<file path="config.mk">
export PLATFORM = sky130hd
export DESIGN_NAME = io_capture_packer
export DESIGN_NICKNAME = d
export VERILOG_FILES = /design/src/rtl/io_capture_packer_pkg.sv /design/src/rtl/io_word_fifo.sv /design/src/rtl/io_capture_packer.sv
export SDC_FILE = /design/constraint.sdc
export NUM_CORES = 1
export LEC_CHECK = 0
export ABC_CLOCK_PERIOD_IN_PS = 14100
export BUFFER_PORTS_ARGS = -buffer_cell sky130_fd_sc_hd__buf_4
export CAP_MARGIN = 20
export CORE_MARGIN = 1
export CORE_UTILIZATION = 40
export DETAILED_ROUTE_END_ITERATION = 10
export GPL_ROUTABILITY_DRIVEN = 0
export PLACE_DENSITY = 0.6
export SLEW_MARGIN = 25
export SYNTH_ARGS = -nofsm -noshare
export SYNTH_HDL_FRONTEND = slang
export SYNTH_SLANG_ARGS = --single-unit
</file>
<file path="constraint.sdc">
create_clock -name Clock -period 14.1 [get_ports Clock]
set_clock_uncertainty 0.05 [all_clocks]
set_input_delay 1.41 -clock Clock [delete_from_list [all_inputs] [get_ports Clock]]
set_output_delay 1.41 -clock Clock [all_outputs]
set_load 0.03 [all_outputs]
</file>
<file path="src/rtl/io_capture_packer_pkg.sv">
// rtl/io_capture_packer_pkg.sv - shared constants and helpers for io_capture_packer
package io_capture_packer_pkg;

  localparam int DROP_COUNT_WIDTH = 16;
  localparam logic [DROP_COUNT_WIDTH-1:0] DROP_COUNT_MAX = 16'hFFFF;

  function automatic int clog2(input int value);
    int r;
    r = 0;
    while ((1 << r) < value) r++;
    return r;
  endfunction

endpackage

</file>
<file path="src/rtl/io_word_fifo.sv">
// rtl/io_word_fifo.sv - first-word-fall-through word FIFO with level output
// A push into a full FIFO is accepted when a pop happens on the same edge.
module io_word_fifo
  import io_capture_packer_pkg::*;
#(
  parameter int dw    = 32,
  parameter int depth = 4
) (
  input  logic                  clk,
  input  logic                  rst,
  input  logic                  push,
  input  logic [dw-1:0]         push_data,
  output logic                  push_accept,
  input  logic                  pop_ready,
  output logic [dw-1:0]         head_data,
  output logic                  head_valid,
  output logic [clog2(depth):0] level
);

  localparam int AW = clog2(depth);
  localparam int LW = AW + 1;

  logic [dw-1:0] mem_q [depth];
  logic [dw-1:0] mem_d [depth];
  logic [AW-1:0] wr_ptr_q, wr_ptr_d;
  logic [AW-1:0] rd_ptr_q, rd_ptr_d;
  logic [LW-1:0] level_q, level_d;
  logic          pop;
  logic          full;
  logic          push_ok;

  always_comb begin
    mem_d    = mem_q;
    wr_ptr_d = wr_ptr_q;
    rd_ptr_d = rd_ptr_q;
    pop      = (level_q != '0) && pop_ready;
    full     = (level_q == LW'(depth));
    push_ok  = push && (!full || pop);
    if (push_ok) begin
      mem_d[wr_ptr_q] = push_data;
      wr_ptr_d        = wr_ptr_q + AW'(1);
    end
    if (pop) begin
      rd_ptr_d = rd_ptr_q + AW'(1);
    end
    level_d = level_q + LW'(push_ok) - LW'(pop);
  end

  always_ff @(posedge clk or posedge rst) begin
    if (rst) begin
      for (int i = 0; i < depth; i++) mem_q[i] <= '0;
      wr_ptr_q <= '0;
      rd_ptr_q <= '0;
      level_q  <= '0;
    end else begin
      mem_q    <= mem_d;
      wr_ptr_q <= wr_ptr_d;
      rd_ptr_q <= rd_ptr_d;
      level_q  <= level_d;
    end
  end

  assign push_accept = push_ok;
  assign head_data   = mem_q[rd_ptr_q];
  assign head_valid  = (level_q != '0);
  assign level       = level_q;

endmodule

</file>
<file path="src/rtl/io_capture_packer.sv">
// rtl/io_capture_packer.sv - packs ratio captured samples per word into a FWFT FIFO
// IOCAPTURE_DROPCOUNT_EN builds the saturating DropCount counter; otherwise it is tied to 0.
module io_capture_packer
  import io_capture_packer_pkg::*;
#(
  parameter int width = 8,
  parameter int ratio = 4,
  parameter int depth = 4
) (
  input  logic                        Clock,
  input  logic                        Reset,
  input  logic                        InValid,
  input  logic [width-1:0]            In,
  input  logic                        Flush,
  output logic [width*ratio-1:0]      OutData,
  output logic                        OutValid,
  input  logic                        OutReady,
  output logic [clog2(depth):0]       Level,
  output logic                        Overflow,
  output logic [DROP_COUNT_WIDTH-1:0] DropCount
);

  localparam int CW = clog2(ratio);
  localparam int AccW = width * (ratio - 1);

  logic [CW-1:0]          count_q, count_d;
  logic [AccW-1:0]        acc_q, acc_d;
  logic                   overflow_q, overflow_d;
  logic                   push;
  logic                   push_accept;
  logic                   drop;
  logic [width*ratio-1:0] word;

  // The last sample never lands in the accumulator; it goes straight into the word.
  assign word = {In, acc_q};

  always_comb begin
    count_d    = count_q;
    acc_d      = acc_q;
    push       = 1'b0;
    if (Flush) begin
      count_d = '0;
    end else if (InValid) begin
      if (count_q == CW'(ratio - 1)) begin
        push    = 1'b1;
        count_d = '0;
      end else begin
        for (int k = 0; k < ratio - 1; k++) begin
          if (count_q == CW'(k)) acc_d[k*width +: width] = In;
        end
        count_d = count_q + CW'(1);
      end
    end
    drop       = push && !push_accept;
    overflow_d = Flush ? 1'b0 : (overflow_q | drop);
  end

  always_ff @(posedge Clock or posedge Reset) begin
    if (Reset) begin
      count_q    <= '0;
      acc_q      <= '0;
      overflow_q <= 1'b0;
    end else begin
      count_q    <= count_d;
      acc_q      <= acc_d;
      overflow_q <= overflow_d;
    end
  end

`ifdef IOCAPTURE_DROPCOUNT_EN
  logic [DROP_COUNT_WIDTH-1:0] drop_count_q, drop_count_d;

  always_comb begin
    drop_count_d = drop_count_q;
    if (Flush) drop_count_d = '0;
    else if (drop && (drop_count_q != DROP_COUNT_MAX)) drop_count_d = drop_count_q + DROP_COUNT_WIDTH'(1);
  end

  always_ff @(posedge Clock or posedge Reset) begin
    if (Reset) drop_count_q <= '0;
    else       drop_count_q <= drop_count_d;
  end

  assign DropCount = drop_count_q;
`else
  assign DropCount = '0;
`endif

  assign Overflow = overflow_q;

  io_word_fifo #(
    .dw   (width * ratio),
    .depth(depth)
  ) u_fifo (
    .clk        (Clock),
    .rst        (Reset),
    .push       (push),
    .push_data  (word),
    .push_accept(push_accept),
    .pop_ready  (OutReady),
    .head_data  (OutData),
    .head_valid (OutValid),
    .level      (Level)
  );

endmodule

</file>
==> impl_metrics.ini <==
[routing]
drtIter0Drc = 155
wl_met3_um = 555
routedWlPerCell_um = 20.84
wl_mm = 15.28
first_pass_iters = 4
wl_met1_mm = 7.364
postRouteAntennaNets = 0
via_per_inst = 5.145
drc = 0
wl_met2_mm = 7.136
vias = 3771
top_layer = met4

[yosys]
ys_ff_latch = 162
ys_seq_area_share_pct = 52.69
synth_warnings = 0
synth.cell_area_um2 = 7694
syn_inst = 435
avgSynthCellArea_um2 = 17.69
synth.distinct_cells = 26

[timing]
relSlewSlack_pct = 34.51
finalSetupViolCount = 0
worst_pin_slew_ns = 0.9781
fin_crit_sh_pct = 25.92
fin_tns_setup_ns = 0
clock.fmax_mhz = 273.7
period_minus_slack_ns = 3.654
slew_viol_final = 0
hold_viol_final = 0
whs_ns = 0.4529
rsz0062_at_grt = no

[flow_run]
drv_cap = 0

[final_layout]
area_delta_synth_final_pct = 15.11
diodes = 0
final_net_count = 510
drive_gt1_share_pct = 56.71
fill_cells = 1600

[global_route]
grt_pass1_wl_mm = 24.71
overflow = 0
grt_pass1_vias = 4178
antenna_found_initial = 0
grt_max_degree = 83
grt_usage_pct = 16.73

[placed_design]
portBuffers = 49
dpl.hpwl_mm = 8.979

[min_path]
min_path_type = reg -> reg
hp-start = u_fifo.mem_q[31]

[pwr]
powerDensity_nw_per_um2 = 163.5
leakage_nw = 4.136
max-vdd-ir-drop_mv = 0.1165

[worst_setup_path]
end_kind = output pin
path_class = reg -> out
cp_slowest_cell = mux4_2
cp-start-kind = flop
path_cells = buf_4 > mux4_2 > buf_4
critical_path.startpoint = u_fifo.rd_ptr_q[0]
cp_data_arrival_time_ns = 2.19
required_ns = 12.64
r2r_start = u_fifo.level[1]
crit_path_frequent_cell = buf_4
path_max_fanout = 29
cpPeakStageDelay_ns = 0.62

[clock_network]
cts-resized-gates = 0
cts_setup_buffers = 0
cts_made_buffers = 17
htreeDepth = 4
cts_hold_buf = 0
cts_tree = yes
clockRootBuffer = clkbuf_16
cts.clk_slew.worst_paths_ns = 0.06
clock_latency_ns = 0.42
ctsLongestPathBuffers = 2
clock-sinks = 162

[floorplan]
core_um2 = 18770
rows = 50
die_h_um = 140.7
io_pins = 66
initial_core_util_pct = 40.99
dieWidth_um = 140.7
dieArea_um2 = 19790

[outcome]
status = complete, no violations
-- report_power, final --
| group | switching (mW) | leakage [nW] | internal (mW) | total (mW) |
|---|---|---|---|---|
| Sequential | 0.0902 | 2.17 | 0.528 | 0.618 |
| Combinational | 0.135 | 1.63 | 0.156 | 0.291 |
| Clock | 0.190 | 0.333 | 0.349 | 0.539 |
-- synthesized netlist by cell type --
cell / instances / area [um2]
nor4b_4: 1 / 23.77
mux4_2: 32 / 720.7
o31a_1: 1 / 8.760
clkbuf_1: 3 / 11.26
nand2b_1: 1 / 6.260
nor2_1: 2 / 7.510
inv_1: 10 / 37.54
nor3b_2: 3 / 37.54
nor3_4: 4 / 65.06
nand4b_1: 1 / 8.760
mux2i_1: 1 / 10.01
nor3b_1: 1 / 7.510
xor2_1: 2 / 17.52
mux2_4: 120 / 1802
buf_6: 12 / 135.1
nand2_1: 5 / 18.77
buf_2: 7 / 35.03
conb_1: 1 / 3.750
mux2_2: 33 / 371.6
fa_1: 1 / 20.02
buf_4: 16 / 120.1
xnor2_1: 4 / 35.03
o21ai_0: 1 / 5.000
dfrtp_1: 162 / 4054
or3_1: 1 / 6.260
ha_1: 10 / 125.1
-- cell type report --
type | instances | area [um2] | share of cell area (%)
Timing Repair Buffer | 55 | 416.7 | 4.705
Sequential cell | 162 | 4059 | 45.83
Multi-Input combinational cell | 240 | 3357 | 37.91
Inverter | 10 | 42.54 | 0.4804
Clock buffer | 17 | 425.4 | 4.804
Tap cell | 234 | 292.8 | 3.306
Clock inverter | 15 | 262.8 | 2.967
-- worst max-delay path: cells and delay by family (launching register included) --
family                 cells  cell delay, ns
buffers and inverters      2            0.70
muxes                      1            0.62
DFF                        1            0.43
-- layout by cell type (no fill, tap or decap), drive strengths merged, types with 2 or more instances in the layout --
cell      count
nor3b         4
clkbuf       17
mux4         32
nor3          4
nor2          2
bufinv        7
ha           10
clkinvlp      2
xnor2         4
clkinv        6
xor2          2
buf          55
mux2        153
conb         16
dfrtp       162
inv          10
nand2         5
-- sequential cells by signal, indices dropped and copies added (netlist names) --
| signal | flops |
|---|---|
| u_fifo.mem_q | 128 |
| count_q | 2 |
| u_fifo.level | 3 |
| u_fifo.wr_ptr_q | 2 |
| acc_q | 24 |
| u_fifo.rd_ptr_q | 2 |
| Overflow | 1 |
-- per-stage QoR --
step | cells | setup WS (ns) | utilization, % | instance area [um2] | power (mW)
after floorplan | 450 | 8.263 | - | 7750 | 0.8337
after global placement | 701 | 10.68 | 43.49 | 8162 | 0.9100
after detailed placement | 701 | 10.61 | 43.50 | 8164 | 0.9226
after CTS | 733 | 10.40 | 47.17 | 8852 | 1.465
after global routing | 733 | 10.33 | 47.19 | 8856 | 1.510
final | 733 | 10.45 | 47.19 | 8856 | 1.448
-- cells by family (layout without fill, tap and decap cells) --
group	after synthesis	count (layout)	share of synthesized area (%)
AND/OR/NAND/NOR	19	19	2.358
other	1	16	0.04874
multiplexers	186	186	37.75
AO/OA/AOI/OAI	2	2	0.1788
adder cells (fa/ha/maj)	11	11	1.886
buffers and inverters	48	97	4.407
flip-flops	162	162	52.69
XOR/XNOR	6	6	0.6830
-- layer usage --
| layer | up-vias | GRT usage (%) |
|---|---|---|
| li1 | 1643 | - |
| met1 | 2041 | 23.51 |
| met2 | 65 | 25.43 |
| met3 | 22 | 4.042 |
| met4 | 0 | 5.664 |
| met5 | - | 0 |
-- path summary, 6_finish.rpt --
kind	to	depth (start not counted)	slack [ns]
setup / recovery	OutData[31]	3	10.45
hold / removal	u_fifo.mem_q[31]	1	0.45
setup reg to reg	u_fifo.level[2]	5	11.73
hold reg to reg	u_fifo.mem_q[31]	1	0.45
max in group asynchronous	u_fifo.mem_q[114]	3	11.73
min in group asynchronous	u_fifo.mem_q[35]	2	1.07
Power figures use the tool's default switching activity.
